==> src/rtl/proc_pkg.sv <==
// Shared instruction-word field positions, opcode/phase constants and the opcode
// legality check used by the instruction sequencer.
package proc_pkg;

    localparam int OPC_MSB = 8;
    localparam int OPC_LSB = 6;
    localparam int RA_MSB  = 5;
    localparam int RA_LSB  = 3;
    localparam int RB_MSB  = 2;
    localparam int RB_LSB  = 0;

    localparam logic [2:0] OP_000 = 3'b000;
    localparam logic [2:0] OP_001 = 3'b001;
    localparam logic [2:0] OP_010 = 3'b010;
    localparam logic [2:0] OP_011 = 3'b011;
    localparam logic [2:0] OP_100 = 3'b100;
    localparam logic [2:0] OP_101 = 3'b101;
    localparam logic [2:0] OP_110 = 3'b110;
    localparam logic [2:0] OP_111 = 3'b111;

    localparam logic [1:0] PH_DECODE = 2'b00;
    localparam logic [1:0] PH_RA     = 2'b01;
    localparam logic [1:0] PH_RB     = 2'b10;
    localparam logic [1:0] PH_WB     = 2'b11;

    typedef enum logic {
        ST_IDLE  = 1'b0,
        ST_ISSUE = 1'b1
    } seq_state_e;

    function automatic logic opc_legal(input logic [2:0] opc);
        case (opc)
            OP_011, OP_110: return 1'b0;
            default:        return 1'b1;
        endcase
    endfunction

endpackage

==> src/rtl/instr_fifo.sv <==
// Prefetch FIFO for instruction words: head is visible combinationally on rdata,
// synchronous flush, asynchronous reset of pointers and occupancy.
module instr_fifo #(
    parameter int DATA_W     = 16,
    parameter int FIFO_DEPTH = 4,
    parameter int LVL_W      = $clog2(FIFO_DEPTH) + 1
) (
    input  logic              clock,
    input  logic              reset,
    input  logic              push,
    input  logic              pop,
    input  logic              flush,
    input  logic [DATA_W-1:0] wdata,
    output logic [DATA_W-1:0] rdata,
    output logic              full,
    output logic              empty,
    output logic [LVL_W-1:0]  level
);

    localparam int PTR_W = $clog2(FIFO_DEPTH);

    logic [DATA_W-1:0] mem_reg [FIFO_DEPTH];
    logic [PTR_W-1:0]  wr_ptr_reg;
    logic [PTR_W-1:0]  rd_ptr_reg;
    logic [LVL_W-1:0]  level_reg;
    logic              do_push;
    logic              do_pop;

    assign full    = (level_reg == LVL_W'(FIFO_DEPTH));
    assign empty   = (level_reg == '0);
    assign do_push = push & ~full & ~flush;
    assign do_pop  = pop & ~empty & ~flush;
    assign rdata   = mem_reg[rd_ptr_reg];
    assign level   = level_reg;

    // Power-of-two depth lets the pointers wrap by plain overflow.
    always_ff @(posedge clock or posedge reset) begin
        if (reset) begin
            wr_ptr_reg <= '0;
            rd_ptr_reg <= '0;
            level_reg  <= '0;
        end else if (flush) begin
            wr_ptr_reg <= '0;
            rd_ptr_reg <= '0;
            level_reg  <= '0;
        end else begin
            if (do_push)
                wr_ptr_reg <= wr_ptr_reg + PTR_W'(1);
            if (do_pop)
                rd_ptr_reg <= rd_ptr_reg + PTR_W'(1);
            case ({do_push, do_pop})
                2'b10:   level_reg <= level_reg + LVL_W'(1);
                2'b01:   level_reg <= level_reg - LVL_W'(1);
                default: level_reg <= level_reg;
            endcase
        end
    end

    always_ff @(posedge clock) begin
        if (do_push)
            mem_reg[wr_ptr_reg] <= wdata;
    end

endmodule

==> src/rtl/instr_sequencer.sv <==
// Instruction producer: buffers words in a prefetch FIFO and issues each legal one
// through four counter phases. Optional SEQ_STEP_EN adds a step input gating phase advance.
module instr_sequencer
    import proc_pkg::*;
#(
    parameter int DATA_W     = 16,
    parameter int FIFO_DEPTH = 4,
    parameter int LVL_W      = $clog2(FIFO_DEPTH) + 1
) (
    input  logic              clock,
    input  logic              reset,
    input  logic [DATA_W-1:0] in_data,
    input  logic              in_valid,
    output logic              in_ready,
    input  logic              clear,
    output logic [DATA_W-1:0] inn,
    output logic [1:0]        counter,
    output logic              busy,
    output logic              instr_done,
    output logic              illegal,
`ifdef SEQ_STEP_EN
    output logic [LVL_W-1:0]  fifo_level,
    input  logic              step
`else
    output logic [LVL_W-1:0]  fifo_level
`endif
);

    seq_state_e        state_reg, state_next;
    logic [1:0]        counter_reg, counter_next;
    logic [DATA_W-1:0] inn_reg, inn_next;
    logic [DATA_W-1:0] head;
    logic              head_legal;
    logic              fifo_full;
    logic              fifo_empty;
    logic              fifo_pop;
    logic              advance;

`ifdef SEQ_STEP_EN
    assign advance = step;
`else
    assign advance = 1'b1;
`endif

    assign in_ready   = ~fifo_full & ~clear;
    assign head_legal = opc_legal(head[OPC_MSB:OPC_LSB]);
    assign inn        = inn_reg;
    assign counter    = counter_reg;

    instr_fifo #(
        .DATA_W     (DATA_W),
        .FIFO_DEPTH (FIFO_DEPTH),
        .LVL_W      (LVL_W)
    ) u_fifo (
        .clock (clock),
        .reset (reset),
        .push  (in_valid & in_ready),
        .pop   (fifo_pop),
        .flush (clear),
        .wdata (in_data),
        .rdata (head),
        .full  (fifo_full),
        .empty (fifo_empty),
        .level (fifo_level)
    );

    always_ff @(posedge clock or posedge reset) begin
        if (reset) begin
            state_reg   <= ST_IDLE;
            counter_reg <= PH_DECODE;
            inn_reg     <= '0;
        end else begin
            state_reg   <= state_next;
            counter_reg <= counter_next;
            inn_reg     <= inn_next;
        end
    end

    always_comb begin
        state_next   = state_reg;
        counter_next = counter_reg;
        inn_next     = inn_reg;
        fifo_pop     = 1'b0;
        illegal      = 1'b0;
        busy         = (state_reg == ST_ISSUE);
        instr_done   = (state_reg == ST_ISSUE) && (counter_reg == PH_WB) && advance;

        // clear overrides everything; inn is deliberately held across it.
        if (clear) begin
            state_next   = ST_IDLE;
            counter_next = PH_DECODE;
        end else begin
            case (state_reg)
                ST_IDLE: begin
                    if (!fifo_empty) begin
                        fifo_pop = 1'b1;
                        if (head_legal) begin
                            inn_next     = head;
                            state_next   = ST_ISSUE;
                            counter_next = PH_DECODE;
                        end else begin
                            illegal = 1'b1;
                        end
                    end
                end
                ST_ISSUE: begin
                    if (advance) begin
                        if (counter_reg != PH_WB) begin
                            counter_next = counter_reg + 2'd1;
                        end else begin
                            counter_next = PH_DECODE;
                            // An illegal head is left for IDLE to drop.
                            if (!fifo_empty && head_legal) begin
                                fifo_pop = 1'b1;
                                inn_next = head;
                            end else begin
                                state_next = ST_IDLE;
                            end
                        end
                    end
                end
                default: begin
                    state_next   = ST_IDLE;
                    counter_next = PH_DECODE;
                end
            endcase
        end
    end

endmodule

==> config.mk <==
export PLATFORM = sky130hd
export DESIGN_NAME = instr_sequencer
export DESIGN_NICKNAME = d
export VERILOG_FILES = /design/src/rtl/proc_pkg.sv /design/src/rtl/instr_fifo.sv /design/src/rtl/instr_sequencer.sv
export SDC_FILE = /design/constraint.sdc
export NUM_CORES = 1
export LEC_CHECK = 0
export CORE_ASPECT_RATIO = 1.2
export CORE_MARGIN = 3
export CORE_UTILIZATION = 45
export DETAILED_ROUTE_END_ITERATION = 7
export GPL_TIMING_DRIVEN = 1
export PLACE_DENSITY = 0.63
export REMOVE_ABC_BUFFERS = 1
export SLEW_MARGIN = 20
export SYNTH_ARGS = -nofsm -noshare
export SYNTH_HDL_FRONTEND = slang
export SYNTH_SLANG_ARGS = --single-unit
==> constraint.sdc <==
create_clock -name clock -period 8.4 [get_ports clock]
set_input_delay 1.26 -clock clock [delete_from_list [all_inputs] [get_ports clock]]
set_output_delay 1.26 -clock clock [all_outputs]
set_load 0.01 [all_outputs]
After elaboration in Yosys (flattened, before gate mapping)
Memory sizes are Yosys's and may differ from the RTL's.
Index checks and enable logic that the tools add are counted.

word-level totals
  RAM bits = 64
  output and inout bits = 25
  memories kept = 1
  word-level logic and storage cells = 77
  register bits after elaboration = 26
  input port bits = 20

cells by class
  add/subtract/negate cells = 5
  bitwise operators = 10
  reductions and logical operators = 10
  muxes and demuxes = 32
  eq/ne operators = 13

memories
  name            words  width  read ports  clocked after memory_dff  write ports  line              text
  u_fifo.mem_reg  4      16     1           0                         1            instr_fifo.sv:22  logic [DATA_W-1:0] mem_reg [FIFO_DEPTH];

operators with widths
  operator                                                               count
  16-bit 2-to-1 mux                                                      4
  16-bit case mux with 2 select lines                                    1
  2-bit 2-to-1 mux                                                       8
  1-bit 2-to-1 mux                                                       14
  2-bit != test, second input constant                                   4
  2-bit by 1-bit adder with 2-bit output, second input constant          3
  1-bit bitwise AND                                                      6
  3-bit equality test, second input constant                             2
  3-bit != test, second input constant                                   2
  3-bit case mux with 2 select lines                                     1
  5-bit AND reduction                                                    1
  2-bit equality test, second input constant                             2
  1-bit inverter                                                         4
  1-bit case mux with 2 select lines                                     2
  2-bit case mux with 2 select lines                                     1
  2-bit nonzero test                                                     2
  3-bit by 1-bit adder with 3-bit output, second input constant          1
  3-bit by 2-bit equality test with 1-bit output, second input constant  1
  3-bit logical NOT                                                      1
  3-bit 2-to-1 mux                                                       1
  3-bit nonzero test                                                     1
  3-bit by 1-bit subtractor with 3-bit output, second input constant     1
  2-bit by 1-bit equality test with 1-bit output, second input constant  1
  1-bit logical AND                                                      2
  4 further kinds                                                        4

Longest topological paths before layout
An unclocked memory read counts as a cell.

  depth after elaboration = 14
  gate-level depth with buffers = 10
  depth with buffers taken out = 9

Hierarchy
From an unflattened synthesis, not the netlist that was laid out.

unflattened totals
  cells, all modules = 209
  area, all modules = 3767.4 µm²

by module, submodules not included
  module           cells an instance  sequential area each (µm²)  instances  area each (µm²)
  instr_fifo       151                2097.0                      1          2897.8
  instr_sequencer  58                 475.5                       1          869.6

Least setup slack after synthesis
OpenSTA, ideal clock, no wires.

  kind = input to output
  from = input clear
  to = output illegal
  arrival time = 2.112 ns
  data required time = 7.140 ns
  stages = 3
  setup slack = 5.028 ns
  buffers on the path = 2
  cells stage by stage = clkbuf_1 -> clkbuf_1 -> nor4b_1

on the way
  longest elaborated chain between the ends = 1

ends and longest elaborated chain
  what                line                   text
  start: declaration  instr_sequencer.sv:15  input logic clear,
  1-bit 2-to-1 mux    instr_sequencer.sv:89  if (clear) begin
  end: declaration    instr_sequencer.sv:20  output logic illegal,

No other way between the ends.

Worst setup path after layout
Ends and elaborated chain as after synthesis.

==> out/metrics.csv <==
stage;metric;value;unit
outcome;status;complete, no violations;
layout;post-route insts no fill;335;
detailed_routing;top sig layer;met4;
synth;Post-Syn Area;3606;µm²
setup_path;crit path max-delay cell type;clkdlybuf4s50_1;
setup_path;cell breakdown of the critical path;clkdlybuf4s50_1 > nor4b_1 > clkdlybuf4s50_1;
detailed_routing;met3 WL;203;µm
cts;cts hold-fix bufs;0;
detailed_routing;via/cell ratio;5.313;
timing;Slew Limit Headroom;27.87;%
layout;nets;264;
die;Initial Util;46.52;%
die;die area;9128;µm²
global_route;gr ovfl total;0;
detailed_routing;DRC errors left;0;
cts;clk slew on worst S/H paths;90;ps
detailed_routing;Vias;1780;
synth;Synth Warn #;0;
pwr;Comb power frac;32.7;%
detailed_routing;WL/cell;17.40;µm
timing;final clock skew;9.819;ps
die;Die W;87.72;µm
setup_path;Crit path required time;7140;ps
layout;area occupied by registers;2572;µm²
synth;Seq cells post-synth;90;
setup_path;CP arrival;2980;ps
pwr;Power Density;309.6;nW/µm²
synth;area leader, netlist;edfxtp_1;
pwr;Sw Ratio;28.84;%
setup_path;WP buf/inv;2;
job;max_cap viols;0;
setup_path;Top cell by count, worst path;clkdlybuf4s50_1;
timing;Final Max Tran Viols;0;
synth;synth top area cells;edfxtp_1 53%, dfrtp_1 18%, mux4_2 10%;
timing;Final setup violation count;0;
pwr;Clock Power Share;22.0;%
placement;GPL Wtd Cong;0.7207;
detailed_routing;met1 WL;2658;µm
pwr;Int Pwr;0.0009531;W
cts;Bufs on Longest Clock Path;2;
cts;CTS tree;built;
layout;Area Growth Syn to Fin;19.99;%
cts;clock network latency to the later pin of the worst-skew pair;350;ps
hold_path;worst min path class;register to register;
synth;Post-Synthesis Cells;189;
detailed_routing;WL final;5828;µm
detailed_routing;initial DRC count;105;
global_route;antenna violations before repair;0;
pwr;switching power;0.0003863;W
global_route;first-pass GRT wire length;9639;µm
timing;Period minus WS final;4242;ps
synth;Unique masters post-synth;35;
timing;fmax;235.7;MHz
cts;Post-CTS Setup Bufs;0;
layout;multi-input logic area;968.4;µm²
die;I/O Pins;45;
synth;Mapped Avg Cell Area;19.08;µm²
placement;DP Wirelength;3604;µm
die;CORE AREA;7751;µm²
cts;clk root buf;clkbuf_8;
timing;RSZ-0062 raised after global routing;false;
setup_path;slowest cell delay on critical path;710;ps
detailed_routing;remaining antenna violation count;0;
die;die height;104.1;µm
placement;dpl cells;319;
cts;post-CTS resize count;0;
setup_path;WS Path Type;input port to output port;
timing;setup TNS;0;ps
die;row count;35;
cts;H-Tree Depth;3;
layout;Fill cells;625;
timing;worst-margin pin slew;1082;ps
pwr;Seq pwr share;45.3;%
placement;I/O Buffers;44;
setup_path;Setup crit start kind;input port;
layout;share of layout cells above drive strength 1;22.63;%
detailed_routing;Pre-antenna DRT Iters;4;
timing;Fin. Hold Viols;0;
synth;post-synthesis sequential area ratio;71.34;%
cts;CTS buffer count;9;
layout;antenna cells;0;
pwr;P_leak;1.512;nW
detailed_routing;WL met2;2912;µm
pwr;Worst VDD drop;0.0001563;V
setup_path;CP delay by family, top;buffers and inverters;
setup_path;Critical Path End Type;output port;
global_route;largest net degree at the start of global routing;27;
cts;clk sink count;90;
synth;post-synth top area share;53.30;%
setup_path;CP Max Fanout;18;
global_route;Tot GR Track Use;14.09;%
global_route;number of global-route vias before repair;1859;
timing;final worst path period share;50.50;%
layout;number of flip-flops in the largest register;64;
==> through the flow <==
stage / cell area [µm²] / utilization, % / power (W) / hold WS, ps / setup WS, ps
5_1_grt: 4327 / 55.82 / 0.001419 / 536.3 / 3977
4_1_cts: 4327 / 55.82 / 0.001361 / 521.7 / 4100
3_3_place_gp: 4126 / 53.24 / 0.001064 / 489.7 / 4202
6_report: 4327 / 55.82 / 0.001339 / 515.8 / 4158
2_1_floorplan: 3556 / - / 0.0008825 / 538.2 / 4797
3_5_place_dp: 4126 / 53.24 / 0.001067 / 499.1 / 4169
==> cells in the mapped netlist (all sizes together) <==
master and count:
dfrtp 26, inv 4, nand3 1, nand2 4
edfxtp 64, nand2b 1, fa 1, and2 6
mux2i 3, mux4 16, mux2 19, nor3b 1
xnor2 1, ha 5, a21boi 1, nor4b 1
nand4b 1, clkbuf 4, o2111ai 1, xnor3 1
a21oi 4, or4b 1, nor2b 3, or3 1
xor2 1, buf 4, a21bo 1, nand3b 2
nor2 9, a31oi 2
==> kinds of logic after synthesis <==
logic type               Yosys count  share of synthesized area [%]
flip-flops                        90                          71.34
buffers and inverters             12                          1.804
AND/OR/NAND/NOR                   31                          4.788
multiplexers                      38                          16.76
XOR/XNOR                           3                          1.110
AO/OA/AOI/OAI                      9                          1.909
adder cells (fa/ha/maj)            6                          2.290
==> worst paths after layout <==
path                                                   from                           to  slack [ps]  cells after the start
max                                                   clear                      illegal        4160                      3
min                                     inn[11]$_DFFE_PP0P_          inn[11]$_DFFE_PP0P_         520                      1
max reg2reg                u_fifo.rd_ptr_reg[1]$_DFFE_PP0P_  u_fifo.level[2]$_DFFE_PP0P_        5050                      8
min reg2reg                             inn[11]$_DFFE_PP0P_          inn[11]$_DFFE_PP0P_         520                      1
max in group asynchronous                             reset           inn[0]$_DFFE_PP0P_        6850                      3
min in group asynchronous                             reset       counter[0]$_DFFE_PP0P_        1280                      3
==> layout by cell type (no fill, tap or decap), drive strengths merged <==
cell type	instances
edfxtp	64
clkdlybuf4s50	44
dfrtp	26
mux2	19
mux4	16
nor2	9
clkbuf	9
and2	6
inv	6
ha	5
nand2	4
a21oi	4
mux2i	3
nor2b	3
nand3b	2
clkinvlp	2
buf	2
a31oi	2
clkinv	2
xor2	1
nand2b	1
or3	1
a21boi	1
a21bo	1
nor4b	1
nand3	1
xnor2	1
xnor3	1
or4b	1
nand4b	1
nor3b	1
o2111ai	1
fa	1
bufinv	1
==> cell type report <==
| cell class | instances | share of cell area [%] |
|---|---|---|
| inverters | 4 | 0.3470 |
| clock buffers | 9 | 2.863 |
| repair buffers | 46 | 10.53 |
| well taps | 92 | 2.660 |
| multi-input cells | 87 | 22.38 |
| flip-flops and latches | 90 | 59.46 |
| clock inverters | 7 | 1.764 |
==> power groups by stage <==
stage               clock, W  sequential (W)  combinational (W)
floorplan                  0        0.000647           0.000235
global placement           0        0.000619           0.000445
detailed placement         0        0.000620           0.000447
CTS                 0.000302        0.000610           0.000449
global route        0.000319        0.000621           0.000479
finish              0.000294        0.000607           0.000438
==> per-layer routing <==
| layer | global-route usage [%] | vias up |
|---|---|---|
| met5 | 0 | - |
| met4 | 4.605 | 0 |
| met3 | 3.487 | 8 |
| met2 | 21.98 | 47 |
| met1 | 19.39 | 898 |
| li1 | - | 827 |
(Power assumes the default switching activity.)
